`src/rtl/lcd_spi_sink.sv`:
```
// ST7789V3 4-wire SPI panel-side receiver: oversampled pins, MSB-first bytes tagged command/data, buffered in a small FIFO.
// Latency: pin SCK edge to out_valid is SYNC_STAGES+2 clk cycles with the FIFO empty. Backpressure: out_valid/out_ready; a byte arriving while full is dropped and sets overflow.
// Optional LCD_SPI_SINK_PIXCNT_EN adds pix_count/in_ramwr pixel tracking of RAMWR (0x2C) data.
module lcd_spi_sink #(
    parameter int FIFO_DEPTH  = 4,
    parameter int SYNC_STAGES = 2
) (
    input  logic       clk,
    input  logic       rst,
    input  logic       lcd_cs,
    input  logic       lcd_sck,
    input  logic       lcd_sd,
    input  logic       lcd_rs,
    input  logic       lcd_rst,
    output logic       out_valid,
    input  logic       out_ready,
    output logic [7:0] out_data,
    output logic       out_dc,
    output logic       overflow,
    output logic       frame_err
`ifdef LCD_SPI_SINK_PIXCNT_EN
    ,
    output logic [15:0] pix_count,
    output logic        in_ramwr
`endif
);
    localparam int AW = (FIFO_DEPTH > 1) ? $clog2(FIFO_DEPTH) : 1;

    typedef enum logic {IDLE, SHIFT} state_t;

    logic [SYNC_STAGES-1:0] cs_sync, sck_sync, sd_sync, rs_sync, prst_sync;
    logic cs_prev, sck_prev;
    logic cs_s, sck_s, sd_s, rs_s, prst_s, sck_rise, cs_rise;

    assign cs_s     = cs_sync[SYNC_STAGES-1];
    assign sck_s    = sck_sync[SYNC_STAGES-1];
    assign sd_s     = sd_sync[SYNC_STAGES-1];
    assign rs_s     = rs_sync[SYNC_STAGES-1];
    assign prst_s   = prst_sync[SYNC_STAGES-1];
    assign sck_rise = sck_s & ~sck_prev;
    assign cs_rise  = cs_s & ~cs_prev;

    always_ff @(posedge clk or negedge rst) begin
        if (!rst) begin
            cs_sync   <= '1;
            sck_sync  <= '0;
            sd_sync   <= '0;
            rs_sync   <= '0;
            prst_sync <= '1;
            cs_prev   <= 1'b1;
            sck_prev  <= 1'b0;
        end else begin
            cs_sync   <= {cs_sync[SYNC_STAGES-2:0], lcd_cs};
            sck_sync  <= {sck_sync[SYNC_STAGES-2:0], lcd_sck};
            sd_sync   <= {sd_sync[SYNC_STAGES-2:0], lcd_sd};
            rs_sync   <= {rs_sync[SYNC_STAGES-2:0], lcd_rs};
            prst_sync <= {prst_sync[SYNC_STAGES-2:0], lcd_rst};
            cs_prev   <= cs_s;
            sck_prev  <= sck_s;
        end
    end

    state_t     state, state_nxt;
    logic [2:0] bit_cnt, bit_cnt_nxt;
    logic [7:0] shreg, shreg_nxt;
    logic       push, ferr_nxt;
    logic [8:0] push_dat;

    assign push_dat = {rs_s, shreg[6:0], sd_s};

    always_comb begin
        state_nxt   = state;
        bit_cnt_nxt = bit_cnt;
        shreg_nxt   = shreg;
        push        = 1'b0;
        ferr_nxt    = 1'b0;
        case (state)
            IDLE: begin
                bit_cnt_nxt = 3'd0;
                if (!cs_s) state_nxt = SHIFT;
            end
            SHIFT: begin
                if (sck_rise) begin
                    shreg_nxt   = {shreg[6:0], sd_s};
                    bit_cnt_nxt = bit_cnt + 3'd1;
                    push        = (bit_cnt == 3'd7);
                end
                // The bit on a coincident SCK edge counts before judging the CS edge.
                if (cs_rise) begin
                    state_nxt   = IDLE;
                    ferr_nxt    = (bit_cnt_nxt != 3'd0);
                    bit_cnt_nxt = 3'd0;
                end
            end
            default: state_nxt = IDLE;
        endcase
        if (!prst_s) begin
            state_nxt   = IDLE;
            bit_cnt_nxt = 3'd0;
            push        = 1'b0;
            ferr_nxt    = 1'b0;
        end
    end

    logic       stg_vld;
    logic [8:0] stg_dat;

    always_ff @(posedge clk or negedge rst) begin
        if (!rst) begin
            state     <= IDLE;
            bit_cnt   <= 3'd0;
            shreg     <= 8'd0;
            frame_err <= 1'b0;
            stg_vld   <= 1'b0;
            stg_dat   <= 9'd0;
        end else begin
            state     <= state_nxt;
            bit_cnt   <= bit_cnt_nxt;
            shreg     <= shreg_nxt;
            frame_err <= ferr_nxt;
            stg_vld   <= push;
            if (push) stg_dat <= push_dat;
        end
    end

    logic [8:0]    mem [FIFO_DEPTH];
    logic [AW-1:0] wr_ptr, rd_ptr, rd_ptr_nxt;
    logic [AW:0]   count, count_nxt;
    logic          pop, full, wr_en, drop;
    logic [8:0]    head_nxt;

    always_comb begin
        pop        = out_valid & out_ready & prst_s;
        full       = (count == (AW+1)'(FIFO_DEPTH));
        wr_en      = stg_vld & prst_s & (~full | pop);
        drop       = stg_vld & prst_s & full & ~pop;
        rd_ptr_nxt = rd_ptr + AW'(pop);
        count_nxt  = count + (AW+1)'(wr_en) - (AW+1)'(pop);
        // Head slot being written this cycle bypasses the memory read.
        head_nxt   = (wr_en && (rd_ptr_nxt == wr_ptr)) ? stg_dat : mem[rd_ptr_nxt];
    end

    always_ff @(posedge clk) begin
        if (wr_en) mem[wr_ptr] <= stg_dat;
    end

    always_ff @(posedge clk or negedge rst) begin
        if (!rst) begin
            wr_ptr    <= '0;
            rd_ptr    <= '0;
            count     <= '0;
            out_valid <= 1'b0;
            out_data  <= 8'd0;
            out_dc    <= 1'b0;
            overflow  <= 1'b0;
        end else if (!prst_s) begin
            wr_ptr    <= '0;
            rd_ptr    <= '0;
            count     <= '0;
            out_valid <= 1'b0;
            overflow  <= 1'b0;
        end else begin
            if (wr_en) wr_ptr <= wr_ptr + AW'(1);
            rd_ptr    <= rd_ptr_nxt;
            count     <= count_nxt;
            out_valid <= (count_nxt != '0);
            if (count_nxt != '0) {out_dc, out_data} <= head_nxt;
            if (drop) overflow <= 1'b1;
        end
    end

`ifdef LCD_SPI_SINK_PIXCNT_EN
    logic data_odd;

    always_ff @(posedge clk or negedge rst) begin
        if (!rst) begin
            pix_count <= 16'd0;
            in_ramwr  <= 1'b0;
            data_odd  <= 1'b0;
        end else if (!prst_s) begin
            pix_count <= 16'd0;
            in_ramwr  <= 1'b0;
            data_odd  <= 1'b0;
        end else if (push) begin
            if (!push_dat[8]) begin
                in_ramwr <= (push_dat[7:0] == 8'h2C);
                if (push_dat[7:0] == 8'h2C) begin
                    pix_count <= 16'd0;
                    data_odd  <= 1'b0;
                end
            end else if (in_ramwr) begin
                // Two data bytes per RGB565 pixel.
                data_odd <= ~data_odd;
                if (data_odd) pix_count <= pix_count + 16'd1;
            end
        end
    end
`endif

endmodule

```
`config.mk`:
```
export PLATFORM = sky130hd
export DESIGN_NAME = lcd_spi_sink
export DESIGN_NICKNAME = d
export VERILOG_FILES = /design/src/rtl/lcd_spi_sink.sv
export SDC_FILE = /design/constraint.sdc
export NUM_CORES = 1
export LEC_CHECK = 0
export ABC_AREA = 1
export CAP_MARGIN = 5
export CORE_MARGIN = 5
export CORE_UTILIZATION = 30
export CTS_BUF_LIST = sky130_fd_sc_hd__clkbuf_4 sky130_fd_sc_hd__clkbuf_8
export CTS_CLUSTER_SIZE = 24
export DETAILED_ROUTE_END_ITERATION = 10
export HOLD_SLACK_MARGIN = 0.03
export PLACE_DENSITY_LB_ADDON = 0.2
export SLEW_MARGIN = 40
export SYNTH_ARGS = -nofsm -noshare
export SYNTH_HDL_FRONTEND = slang
export SYNTH_SLANG_ARGS = --single-unit
```
`constraint.sdc`:
```
create_clock -name clk -period 3 [get_ports clk]
set_input_delay 0.45 -clock clk [delete_from_list [all_inputs] [get_ports clk]]
set_output_delay 0.45 -clock clk [all_outputs]
set_load 0.01 [all_outputs]
```
### After elaboration in Yosys (flattened, before gate mapping)

Memories as Yosys holds them, arrays and structs flattened. A register that Yosys moved wholly into a read port is not among the register bits.
Cells that the tools add are included.

* memories kept: 1
* logic and storage cells: 71
* RAM bits: 36
* output and inout bits: 12
* bits of input ports: 8
* register bits: 43

* bitwise operators: 14
* eq/ne operators: 4
* add/subtract/negate cells: 5
* reduce and logical (&&, ||, !) cells: 5
* muxes and demuxes: 24

Memory list
* mem: depth 4, bits a word 9, read ports 1, clocked after memory_dff 1, write ports 1, RTL line 126 `logic [8:0] mem [FIFO_DEPTH];`

Operators by type and width (number)
* 3-bit 2-to-1 mux: 5
* 1-bit 2-to-1 mux: 14
* 1-bit bitwise AND: 8
* 3-bit equality test, second input constant: 2
* 2-bit 2-to-1 mux: 3
* 3-bit case mux with 2 select lines: 1
* 3-bit nonzero test: 2
* 1-bit inverter: 5
* 2-bit by 1-bit != test with 1-bit output, second input constant: 2
* 2-bit AND reduction: 2
* 3-bit by 1-bit adder with 3-bit output: 1
* 3-bit by 1-bit adder with 3-bit output, second input constant: 1
* 3-bit by 1-bit subtractor with 3-bit output: 1
* 2-bit by 1-bit adder with 2-bit output: 1
* 2-bit by 1-bit adder with 2-bit output, second input constant: 1
* 1-bit case mux with 2 select lines: 1
* 1-bit zero test: 1
* 1-bit bitwise OR: 1

### Depth between registers and ports, before layout

* depth in word-level cells: 8
* depth in mapped cells: 16
* gate-level depth less buffers: 16

### Least setup slack after synthesis

No wires, ideal clock.

* path type: reg-to-reg
* from: register prst_sync[1]
* to: register out_data[0]
* path slack: 0.519 ns
* library setup time: 0.117 ns
* stages on the path, launching flop included: 17
* data required time: 2.883 ns
* period minus slack after synthesis: 2.481 ns
* buffers on the path: 1
* data arrival time: 2.364 ns
* path through: dfstp_2 nand3_2 clkinv_2 nor2_2 nor2_4 inv_2 ha_1 inv_1 ha_1 inv_1 fa_1 inv_1 nor2_1 a21oi_2 buf_4 nand3_1 nand2_1

* word-level cells in the longest chain between the ends: 7
* elaborated cells on any way between the ends: 9
* those cells by class: add/sub (3); bitwise (4); reduce/logical (2)

Ends and longest elaborated chain
* from (decl): RTL line 31 `logic [SYNC_STAGES-1:0] cs_sync, sck_sync, sd_sync, rs_sync, prst_sync;`
* from (signal assigned): RTL line 57 `prst_sync <= {prst_sync[SYNC_STAGES-2:0], lcd_rst};`
* 1-bit bitwise AND: RTL line 133 `pop = out_valid & out_ready & prst_s;`
* 1-bit bitwise OR: RTL line 135 `wr_en = stg_vld & prst_s & (~full | pop);`
* 1-bit bitwise AND: RTL line 135
* 3-bit by 1-bit adder with 3-bit output: RTL line 138 `count_nxt = count + (AW+1)'(wr_en) - (AW+1)'(pop);`
* 3-bit by 1-bit subtractor with 3-bit output: RTL line 138
* 3-bit nonzero test: RTL line 167 `if (count_nxt != '0) {out_dc, out_data} <= head_nxt;`
* 2-bit AND reduction (no source line)
* to (signal assigned): RTL line 167
* to (decl): RTL line 17 `output logic [7:0] out_data,`

Parallel ways exist; a longest one is shown, timed or not.
A chain may end at the register's enable or synchronous reset.

### Worst setup path in the final report

Ends and elaborated chain as after synthesis.

==> results_dict.tcl <==
set metrics [dict create \
    holdBufCountCts 0 \
    reg2reg_setup_slack_ns 0.35 \
    cts_setup_buffers 0 \
    fp.dieW_um 121 \
    gp_congestion 0.763 \
    r2r_start "prst_sync[1]" \
    vias 2291 \
    rsz0062_at_grt "no" \
    synth_edf_count 36 \
    critPathCaptureType "flop" \
    ctsHtreeMaxLevel 3 \
    reg2regPathDepth 16 \
    cts_resized 0 \
    finClkSkew_ns 0.00805 \
    track_usage_pct 10.5 \
    ys_seq_area_share_pct 64.3 \
    path_cells "nand3_2, clkinv_2, nor2_2, nor2_4, inv_2, ha_1, inv_1, ha_1, inv_1, fa_1, inv_1, nor2_1, a21oi_2, buf_4, nand3_1, nand2_1" \
    cp_slowest_cell "dfstp_2" \
    antenna_found_initial 0 \
    grt_pass1_wl_um 12000 \
    clk_pin_slew_ns 0.09 \
    synth_cells 336 \
    timing.rr.end "out_data[0]" \
    gr-max-usage-layer "met2" \
    worstMarginPinSlew_ns 0.722 \
    syn-cell-area_um2 3720 \
    power_mw 2.21 \
    cts_buffers 9 \
    grt_util_met1_pct 13.5 \
    clockBufferDepth 2 \
    synth_area_leaders "dfrtp_1 32%, edfxtp_1 29%, nor2_1 6.0%" \
    start_kind "flop" \
    min_period_ns 2.65 \
    grt_max_degree 24 \
    synth.top_cell.area_share_pct 31.6 \
    pin_count 20 \
    status "complete, no violations" \
    syn_area_per_cell_um2 11.1 \
    holdWs_ns 0.0481 \
    final_max_slew_viol_count 0 \
    ys_types 32 \
    arrival_ns 2.90 \
    drive_gt1_share_pct 16.6 \
    cts_tree "yes" \
    critPathRequiredTime_ns 3.25 \
    cp_slowest_stage_delay_ns 0.62 \
    finalNonFillerCells 542 \
    root_buffer "clkbuf_8" \
    critPathBufInv 6 \
    yosysWarnings 0 \
    viasPerCell 4.23 \
    dp_hpwl_um 4960 \
    cp_max_fo 9 \
    synthToLayoutAreaGrowth_pct 16.0 \
    grt_util_met2_pct 17.2 \
    cts.sinks 88 \
    layout_commonest_cell "nor2_1" \
    yosysTopAreaCell "dfrtp_1" \
    vdd_drop_max_uv 310 \
    critPathTopFamily "adder cells" \
    antenna_cells 0 \
    fp-row-count 40 \
    wl_um 6990 \
    p_leak_nw 1.75 \
    grt_overflow_total 0 \
    slew-limit-headroom_pct 51.9 \
    fin_crit_sh_pct 88.4 \
    crit_start "prst_sync[1]" \
    grt_pass1_vias 2385 \
    drt-initial-drc-count 133 \
    powerDensity_nw_per_um2 513 \
    first_pass_iters 4 \
    core_area_um2 12100 \
    final_nets 387 \
    hold_violations 0 \
    die_area_um2 14700 \
    ys_seq_elements 88 \
    wl_per_cell_um 12.9 \
    grt_util_met3_pct 2.42 \
    io_buffers 19 \
    die_y_um 121 \
    setup_viol_count_final 0 \
    fin_setup_tns_ns 0 \
    synth.net_count 354 \
    insertion_delay_ns 0.36 \
    hold_path.class "input port to asynchronous set/reset pin" \
    antenna_left 0 \
    drcViolationCount 0 \
    fmax_mhz 377 \
    crit_top_cell "inv_1" \
    layout_common_cells "59 x nor2_1, 49 x nand2_1, 47 x dfrtp_1" \
    drv_cap 0 \
    critPathKind "flop to flop" \
    synth-async-reset-ratio_pct 59.1 \
    numPlacedInstances 526 \
    ys.flop_type "dfrtp_1" \
    initial_core_util_pct 30.8 \
]
[layer usage]
metal	vias to the layer above	routed length, um	part of all wire [%]
li1	1166	-	-
met1	1090	3250	47
met2	24	3380	48
met3	11	250	3.6
met4	0	105	1.5
met5	-	0	0
[power breakdown]
group	switching [mW]	leakage (nW)	internal [mW]	total (mW)
combinational	0.0327	0.712	0.0361	0.0687
sequential	0.0272	0.944	1.29	1.32
clock	0.437	0.0985	0.387	0.824
[registers in the layout, indices dropped and copies added (netlist names), 2 cells and up]
register   count
prst_sync      2
cs_sync        2
wr_ptr         2
shreg          7
stg_dat        9
sck_sync       2
count          3
rd_ptr         2
bit_cnt        3
out_data       8
mem           36
sd_sync        2
rs_sync        2
[cells by family after synthesis]
family / count (synthesis) / synth area share (%)
fa+ha+maj: 10 / 3.57
flops: 88 / 64.3
compound gates: 43 / 6.63
xor+xnor: 2 / 0.977
buf+inv: 45 / 5.89
simple gates: 141 / 16.6
mux: 7 / 2.05
[worst max path at each step]
stage / endpoint / slack (ns) / cells after the start
floorplan: out_data[0] / 0.52 / 16
global route: out_data[0] / 0.07 / 16
CTS: out_data[0] / 0.32 / 16
detailed placement: out_data[2] / 0.02 / 17
finish: out_data[0] / 0.35 / 16
global placement: out_dc / 0.08 / 17
[cells in the mapped netlist (2+ instances only)]
cell type / instances
nor2_1: 59
nand2_1: 49
dfrtp_1: 47
edfxtp_1: 36
inv_1: 30
nand3_1: 22
o21ai_0: 21
o21ai_1: 11
ha_1: 9
o21ai_2: 7
inv_2: 6
dfstp_2: 5
mux2_2: 5
buf_6: 3
nand2_2: 3
a21oi_1: 2
buf_2: 2
buf_4: 2
mux2i_1: 2
nand3_2: 2
nor2_4: 2
[through the flow]
stage | setup WS [ns] | util, % | area [um^2]
2_1_floorplan | 0.519 | - | 3720
5_1_grt | 0.0744 | 35.7 | 4310
3_3_place_gp | 0.0799 | 34.1 | 4120
3_5_place_dp | 0.0171 | 34.1 | 4120
4_1_cts | 0.321 | 35.7 | 4310
6_report | 0.348 | 35.7 | 4310
[area by class of cell]
type,count,area (um^2)
flip-flops and latches,88,2390
clock buffers,9,124
fillers,1195,7750
repair buffers,30,268
inverters,37,140
well taps,168,210
multi-input cells,203,1110
clock inverters,7,71.3
Power figures use the tool's default switching activity.
